[src/rtl/uart_cmd_auth.sv]
// 8N1 serial command receiver with a power authorization FSM.
// Decodes GO/STOP command bytes and combines them with rider_off to drive pwr_up.
module uart_cmd_auth #(
  parameter int unsigned BAUD_DIV = 5208,
  parameter logic [7:0]  CMD_GO   = 8'h47,
  parameter logic [7:0]  CMD_STOP = 8'h53
) (
  input  logic       clk,
  input  logic       RST,
  input  logic       RX,
  input  logic       rider_off,
  output logic [7:0] rx_data,
  output logic       rx_rdy,
  output logic       frm_err,
  output logic       pwr_up
);

  localparam int unsigned CW = $clog2(BAUD_DIV) + 1;
  localparam logic [CW-1:0] CNT_FULL = CW'(BAUD_DIV);
  localparam logic [CW-1:0] CNT_HALF = CW'(BAUD_DIV / 2);

  typedef enum logic [2:0] {
    RX_IDLE, RX_START, RX_DATA, RX_STOP, RX_WAIT_HI
  } rx_state_t;

  typedef enum logic [1:0] {
    OFF, PWR1, PWR2
  } auth_state_t;

  rx_state_t   rx_state, rx_state_nxt;
  auth_state_t auth_state, auth_nxt;

  logic          rx_s1, rx_s2, rx_d;
  logic          rx_fall, expired;
  logic [CW-1:0] cnt, cnt_nxt;
  logic [2:0]    bit_idx, bit_idx_nxt;
  logic [7:0]    shreg, shreg_nxt;
  logic [7:0]    rx_data_nxt;
  logic          rdy_nxt, err_nxt;
  logic          got_go, got_stop;

  // Line idles high, so the synchronizer resets to 1 to avoid a false start.
  always_ff @(posedge clk or posedge RST) begin
    if (RST) begin
      rx_s1 <= 1'b1;
      rx_s2 <= 1'b1;
      rx_d  <= 1'b1;
    end else begin
      rx_s1 <= RX;
      rx_s2 <= rx_s1;
      rx_d  <= rx_s2;
    end
  end

  assign rx_fall = rx_d & ~rx_s2;
  assign expired = (cnt == '0);

  always_ff @(posedge clk or posedge RST) begin
    if (RST) begin
      rx_state <= RX_IDLE;
      cnt      <= '0;
      bit_idx  <= '0;
      shreg    <= '0;
      rx_data  <= '0;
      rx_rdy   <= 1'b0;
      frm_err  <= 1'b0;
    end else begin
      rx_state <= rx_state_nxt;
      cnt      <= cnt_nxt;
      bit_idx  <= bit_idx_nxt;
      shreg    <= shreg_nxt;
      rx_data  <= rx_data_nxt;
      rx_rdy   <= rdy_nxt;
      frm_err  <= err_nxt;
    end
  end

  always_comb begin
    rx_state_nxt = rx_state;
    cnt_nxt      = cnt;
    bit_idx_nxt  = bit_idx;
    shreg_nxt    = shreg;
    rx_data_nxt  = rx_data;
    rdy_nxt      = 1'b0;
    err_nxt      = 1'b0;
    unique case (rx_state)
      RX_IDLE: begin
        if (rx_fall) begin
          cnt_nxt      = CNT_HALF;
          rx_state_nxt = RX_START;
        end
      end
      RX_START: begin
        if (!expired) begin
          cnt_nxt = cnt - 1'b1;
        end else if (!rx_s2) begin
          cnt_nxt      = CNT_FULL;
          bit_idx_nxt  = '0;
          rx_state_nxt = RX_DATA;
        end else begin
          rx_state_nxt = RX_IDLE;
        end
      end
      RX_DATA: begin
        if (!expired) begin
          cnt_nxt = cnt - 1'b1;
        end else begin
          shreg_nxt   = {rx_s2, shreg[7:1]};
          cnt_nxt     = CNT_FULL;
          bit_idx_nxt = bit_idx + 1'b1;
          if (bit_idx == 3'd7) begin
            rx_state_nxt = RX_STOP;
          end
        end
      end
      RX_STOP: begin
        if (!expired) begin
          cnt_nxt = cnt - 1'b1;
        end else if (rx_s2) begin
          rx_data_nxt  = shreg;
          rdy_nxt      = 1'b1;
          rx_state_nxt = RX_IDLE;
        end else begin
          err_nxt      = 1'b1;
          rx_state_nxt = RX_WAIT_HI;
        end
      end
      RX_WAIT_HI: begin
        if (rx_s2) begin
          rx_state_nxt = RX_IDLE;
        end
      end
      default: rx_state_nxt = RX_IDLE;
    endcase
  end

  assign got_go   = rx_rdy && (rx_data == CMD_GO);
  assign got_stop = rx_rdy && (rx_data == CMD_STOP);

  // pwr_up is registered from the next state so it tracks auth_state exactly.
  always_ff @(posedge clk or posedge RST) begin
    if (RST) begin
      auth_state <= OFF;
      pwr_up     <= 1'b0;
    end else begin
      auth_state <= auth_nxt;
      pwr_up     <= (auth_nxt != OFF);
    end
  end

  always_comb begin
    auth_nxt = auth_state;
    unique case (auth_state)
      OFF: begin
        if (got_go) auth_nxt = PWR1;
      end
      PWR1: begin
        if (got_stop) auth_nxt = rider_off ? OFF : PWR2;
      end
      PWR2: begin
        if (rider_off)   auth_nxt = OFF;
        else if (got_go) auth_nxt = PWR1;
      end
      default: auth_nxt = OFF;
    endcase
  end

endmodule

[config.mk]
export PLATFORM = sky130hd
export DESIGN_NAME = uart_cmd_auth
export DESIGN_NICKNAME = d
export VERILOG_FILES = /design/src/rtl/uart_cmd_auth.sv
export SDC_FILE = /design/constraint.sdc
export NUM_CORES = 1
export LEC_CHECK = 0
export ABC_AREA = 1
export BUFFER_PORTS_ARGS = -buffer_cell sky130_fd_sc_hd__buf_2
export CORE_MARGIN = 2
export CORE_UTILIZATION = 30
export CTS_CLUSTER_DIAMETER = 40
export DETAILED_ROUTE_END_ITERATION = 16
export PLACE_DENSITY_LB_ADDON = 0.05
export SYNTH_ARGS = -nofsm -noshare
export SYNTH_HDL_FRONTEND = slang
export SYNTH_SLANG_ARGS = --single-unit
[constraint.sdc]
create_clock -name clk -period 2.05 [get_ports clk]
set_input_delay 0.1025 -clock clk [delete_from_list [all_inputs] [get_ports clk]]
set_output_delay 0.1025 -clock clk [all_outputs]
set_load 0.1 [all_outputs]
==> summary.txt, run 1 <==
Tcrit/Tclk final: 84.1%
DR WL/cell: 11.6 um
Most frequent cells in the layout: 86 x nand2_1, 41 x dfrtp_1, 40 x inv_1, 33 x nor2_1, 17 x o21ai_2
RePlAce Congestion: 0.804
Crit path time final: 1.72 ns
Final TNS setup: 0 ns
Final setup viols: 0
Vias after detailed routing: 1,765
Largest net degree at the start of global routing: 26
RSZ-0062 raised after global routing: no
Clock-pin slew of the registers on the worst-case setup and hold paths: 0.09 ns
Vias in the first global route: 1,618
Initial Util: 30.5%
Placed cells: 406
Multi-input gate area: 1020 um^2
Pre-CTS WS: 0.334 ns
Placed wire-length estimate: 3580 um
Layout cells sized above 1: 19.4%
Global-route wire length before repair: 8330 um
CP arrival: 1.91 ns
Worst-margin pin slew: 0.529 ns
Synth Cell Area: 2320 um^2
Final Cell Area: 2620 um^2
Die width: 92.0 um
Register area: 1100 um^2
# IOs: 15
Clock Latency Late Sink: 0.30 ns
Die Y-Extent: 92.0 um
N_diodes: 0
Post-Syn Nets: 298
Highest-delay cell along the critical path: dfrtp_1
Final WS setup: 0.326 ns
Worst VDD drop: 302 uV
P_leak: 1.30 nW
Setup crit start kind: flip-flop
Worst-path fanout max: 7
Clk_skew: 0.0100 ns
Net count reported at finish: 321
IO Port Bufs: 14
CTS resizes: 0
Die ar.: 8460 um^2
Worst Path Required: 2.23 ns
Final slew viol count: 0
Status: finished, final reports clean
Total Power: 2.95 mW
Bufs on Longest Clock Path: 2
Setup crit end kind: flip-flop
Cts hold-fix bufs: 2
Root buf cell: clkbuf_8
GRT Resource Usage Total: 12.6%
Post-Synthesis Cells: 290
Core box area: 7610 um^2
CTS tree: done
CP dominant cell by count: nor2_1
CP peak stage delay: 0.36 ns
Iteration-0 DRC Markers: 98
Row cnt: 32
Final cell count without fillers: 416
H-tree Lvls: 2
Avg Cell Area, Syn: 8.00 um^2
Pwr Density: 1130 nW/um^2
Seq/Total Area, Yosys: 47.6%
Final Hold Vio Count: 0
Vias per cell: 4.24
Drt total wl: 4840 um
Max Clk Rate: 580 MHz
Worst slew margin: 64.6%
HP Class: in -> reg
Placed Area: 2510 um^2
Synthesized flop and latch total: 44
Clk sink count: 44
Total gr overflow: 0
CP Class: reg -> reg
DRT Pass-1 Iters: 5
Antenna violations before repair: 0
Max cap viols: 0
Area growth, synth to finish: 12.7%
Setup bufs post-CTS: 0
TritonCTS Buffers: 5
Fillcell total: 816
DR DRC count: 0
Commonest non-fill, non-tap cell in the layout: nand2_1
Ys Warns: 0
CP Cell Sequence: inv_1 -> ha_1 -> nand3_1 -> nor2_2 -> nand2_4 -> nand2_1 -> nand2_2 -> nor2_1 -> nor2_1
Post-route ant nets: 0
Yosys cell types: 28
per-layer routing:
metal	track usage, %	vias to the layer above	share of wire [%]
met5	0	-	0
met4	4.10	0	1.5
met3	2.71	6	2.4
met2	17.3	20	41
met1	19.5	788	55
li1	-	951	-
cell type report:
class                           count  share of cell area [%]
Clock inverter                      2                   0.478
Multi-Input combinational cell    199                    38.9
Timing Repair Buffer               18                    4.02
Sequential cell                    44                    42.2
Inverter                           45                    6.74
Tap cell                          102                    4.88
Clock buffer                        6                    2.77
flip-flops by register name, indices dropped and copies added (netlist names):
signal      count
auth_state      2
rx_d            1
pwr_up          1
shreg           8
rx_s2           1
cnt            14
rx_data         8
rx_s1           1
rx_rdy          1
rx_state        3
bit_idx         3
frm_err         1
final timing paths:
kind / start / to / slack [ns] / cells past startpoint
min: rider_off / auth_state[1] / 0.1 / 4
max in group asynchronous: RST / rx_d / 1.03 / 4
min reg2reg: rx_s1 / rx_s2 / 0.35 / 0
min in group asynchronous: RST / auth_state[0] / 0.38 / 3
max reg2reg: cnt[0] / cnt[7] / 0.33 / 9
max: cnt[0] / cnt[7] / 0.33 / 9
where the power goes:
group | switching, mW | internal, mW | total, mW
clock | 0.308 | 0.239 | 0.546
sequential | 0.193 | 1.03 | 1.22
combinational | 0.794 | 0.387 | 1.18
cells by family (layout without fill, tap and decap cells):
logic type,count (synthesis),after routing,synth area share [%]
and+or+nand+nor,154,154,29.4
xor gates and xnor gates,3,3,1.13
DFF,44,44,47.6
AOI/OAI and AO/OA,38,38,11.2
buffers and inverters,47,71,8.57
adders and majority gates,4,4,2.16
synth_stat cells:
library cell	number	area, um^2
nand2_1	86	323
dfrtp_1	41	1030
inv_1	41	154
nor2_1	33	124
o21ai_2	17	149
nand3_1	16	80.1
o21ai_0	8	40.0
a21oi_1	6	30.0
o21ai_1	5	25.0
ha_1	4	50.1
dfstp_2	3	78.8
nand2_2	3	18.8
nand4_1	3	18.8
nor2_2	3	18.8
xor2_1	3	26.3
buf_6	2	22.5
inv_2	2	7.51
nand3_4	2	35.0
nor3_1	2	10.0
nor3b_1	2	15.0
a21oi_2	1	8.76
a31oi_1	1	6.26
inv_4	1	6.26
inv_6	1	8.76
nand2_4	1	11.3
nand3_2	1	10.0
nor2_4	1	11.3
or2_2	1	6.26
metrics by stage:
| stage | util (%) | hold WS [ns] |
|---|---|---|
| finish | 34.4 | 0.0950 |
| CTS | 34.4 | 0.0850 |
| global placement | 33.0 | 0.184 |
| detailed placement | 33.0 | 0.187 |
| floorplan | - | 0.107 |
| global route | 34.4 | 0.119 |
critical path: cells and delay by family (launching register included):
kind          cells  cell delay (ns)
fa+ha+maj         1             0.18
buf+inv           1             0.14
flops             1             0.36
simple gates      7             0.93
(Power assumes the default switching activity.)
==> run 2, diff against run 1 <==
Clock period 2.05 ns to 1.74 ns, I/O delays scaled along.
==> run 2 against run 1 <==
Against the previous run:
- worst setup slack got worse by 0.24 ns
- critical path type unchanged
- combinational power up 36%
- global-route usage grew 0.20 points
- clock power rose by 27%
- sequential power is 17% higher
- fmax grew 4.4%
- cell area increased by 5.4%
==> summary.txt, run 2 (synthesized netlist as in run 1, its figures left out) <==
Status: finished, final reports clean
Max Clk Rate: 605 MHz (+4.4%)
Combinational cell fraction of total power: 43.2% (+3.2 points)
GRT Resource Usage Total: 12.8% (+0.20 points)
Post-Route Utilization: 36.3% (+1.9 points)
Clock-pin slew of the registers on the worst-case setup and hold paths: 0.09 ns (about the same)
Final WS setup: 0.0875 ns (-0.238 ns)
CP bufs+invs: 1 (unchanged)
Tcrit/Tclk final: 95.0% (+11 points)
Flop2flop setup slack: 0.09 ns (-0.24 ns)
Worst Hold Launch: rider_off
Crit path max-delay family: simple AND/OR/NAND/NOR gates
Initial Util: 30.5% (unchanged)
Final setup viols: 0 (unchanged)
Global-route wire length before repair: 8580 um (+3.1%)
Vias per cell: 4.28 (+0.76%)
Worst Reg-to-Reg Cells: 9 (unchanged)
RSZ-0062 raised after global routing: yes
Pwr Density: 1350 nW/um^2 (+20%)
N_diodes: 0 (unchanged)
Post-route ant nets: 0 (unchanged)
CP arrival: 1.84 ns (-0.07 ns)
HP Class: in -> reg
Launch point of the worst reg-to-reg path: cnt[0]
CP Class: reg -> reg
Final slew viol count: 0 (unchanged)
CP dominant cell by count: nor2_1
CTS tree: done
Net count reported at finish: 334 (+4.0%)
Area growth, synth to finish: 18.8%
TritonCTS Buffers: 5 (unchanged)
Clock power share: 18.5% (about the same)
Crit path time final: 1.65 ns (-0.0720 ns)
Setup crit start kind: flip-flop
Final Hold Vio Count: 0 (unchanged)
Root buf cell: clkbuf_8
RePlAce Congestion: 0.790 (-1.8%)
Vias after detailed routing: 1,834 (+3.9%)
Worst Hold Path EP: auth_state[1]
Drt total wl: 4980 um (+2.9%)
WHS: 0.0869 ns (-0.00812 ns)
Worst Path Required: 1.93 ns (-0.30 ns)
Most frequent cells in the layout: 86 x nand2_1, 40 x inv_1, 40 x dfrtp_1, 31 x nor2_1, 17 x o21ai_2
Antenna violations before repair: 0 (unchanged)
Hold path depth: 4 (unchanged)
Total gr overflow: 0 (unchanged)
Worst VDD drop: 534 uV (+77%)
Iteration-0 DRC Markers: 110 (+12%)
Switch share: 43.0% (-0.84 points)
Die ar.: 8460 um^2 (unchanged)
IO Port Bufs: 14 (unchanged)
Largest reg by FF count: cnt
Row cnt: 32 (unchanged)
Reg2Reg Capture Point: cnt[8]
Placed wire-length estimate: 3720 um (+4.0%)
Worst slew margin: 67.3% (+2.6 points)
Vias in the first global route: 1,714 (+5.9%)
DR DRC count: 0 (unchanged)
Die width: 92.0 um (unchanged)
Clk sink count: 44 (unchanged)
DRT Pass-1 Iters: 6 (+1)
H-tree Lvls: 2 (unchanged)
Worst-margin pin slew: 0.494 ns (-0.0350 ns)
Largest net degree at the start of global routing: 22 (-15%)
Layout cells sized above 1: 23.9% (+4.4 points)
Setup bufs post-CTS: 0 (unchanged)
Highest-delay cell along the critical path: dfrtp_1
Clock Latency Late Sink: 0.30 ns (about the same)
Top Registers: cnt (14), rx_data (8), shreg (8)
Die Y-Extent: 92.0 um (unchanged)
# IOs: 15 (unchanged)
DR WL/cell: 11.6 um (-0.27%)
Commonest non-fill, non-tap cell in the layout: nand2_1
Clk_skew: 0.00676 ns (-0.00328 ns)
Switching Power: 1.61 mW (+24%)
CP Cell Sequence: inv_1 -> ha_1 -> nand3_1 -> nor2_4 -> nand2_4 -> nand2_1 -> nand2_2 -> nor2_1 -> nor2_1
Power Internal: 2.12 mW (+28%)
P_leak: 1.37 nW (+5.0%)
Bufs on Longest Clock Path: 2 (unchanged)
CP peak stage delay: 0.37 ns (about the same)
Pre-CTS WS: 0.0580 ns (-0.276 ns)
Max cap viols: 0 (unchanged)
Setup crit end kind: flip-flop
Worst-path fanout max: 7 (unchanged)
Max FFs per register: 14 (unchanged)
Sequential share of power: 38.2% (-3.2 points)
Core box area: 7610 um^2 (unchanged)
run 2: final cells by class:
type | instances | area [um^2]
inverters | 45 | 176
clock buffers | 6 | 82.6
repair buffers | 30 | 208
well taps | 102 | 128
flip-flops and latches | 44 | 1110
multi-input cells | 200 | 1040
clock inverters | 2 | 15.0
fillers | 805 | 4850
run 2: tightest hold or removal path: stages:
cell     delay (ns)
buf_2          0.10
nor2_1         0.05
nand2_1        0.05
nand2_1        0.06
run 2: power by group through the flow:
stage	sequential (mW)	clock (mW)	combinational [mW]
4_1_cts	1.42	0.728	1.59
3_3_place_gp	1.44	0	1.60
6_report	1.43	0.691	1.61
2_1_floorplan	1.39	0	1.13
3_5_place_dp	1.44	0	1.58
5_1_grt	1.46	0.763	1.87
run 2: how the worst max path moves through the flow:
stage,from,endpoint,cells after the start
after floorplan,rx_data[0],pwr_up,9
after global placement,cnt[0],shreg[4],9
after detailed placement,cnt[0],cnt[8],9
after CTS,cnt[0],cnt[8],9
after global routing,cnt[0],cnt[8],9
final,cnt[0],cnt[8],9
run 2: stage by stage:
| stage | power, mW | cells | instance area, um^2 | TNS, ns |
|---|---|---|---|---|
| final | 3.73 | 429 | 2760 | 0 |
| after global routing | 4.09 | 429 | 2760 | -0.374 |
| after CTS | 3.74 | 428 | 2730 | 0 |
| after detailed placement | 3.02 | 418 | 2620 | 0 |
| after global placement | 3.04 | 418 | 2620 | 0 |
| after floorplan | 2.52 | 290 | 2320 | 0 |
run 2: timing repair:
action	CTS	global route
hold buffers	2	0
resized for setup	0	4
setup endpoints to repair	0	29
endpoints found under the hold margin	12	0
run 2: routing by layer:
| layer | vias to the layer above | track usage, % | routed length (um) |
|---|---|---|---|
| met5 | - | 0 | 0 |
| met2 | 22 | 18.5 | 2070 |
| met3 | 5 | 2.47 | 115 |
| met4 | 0 | 4.10 | 65 |
| met1 | 827 | 19.2 | 2720 |
| li1 | 980 | - | - |
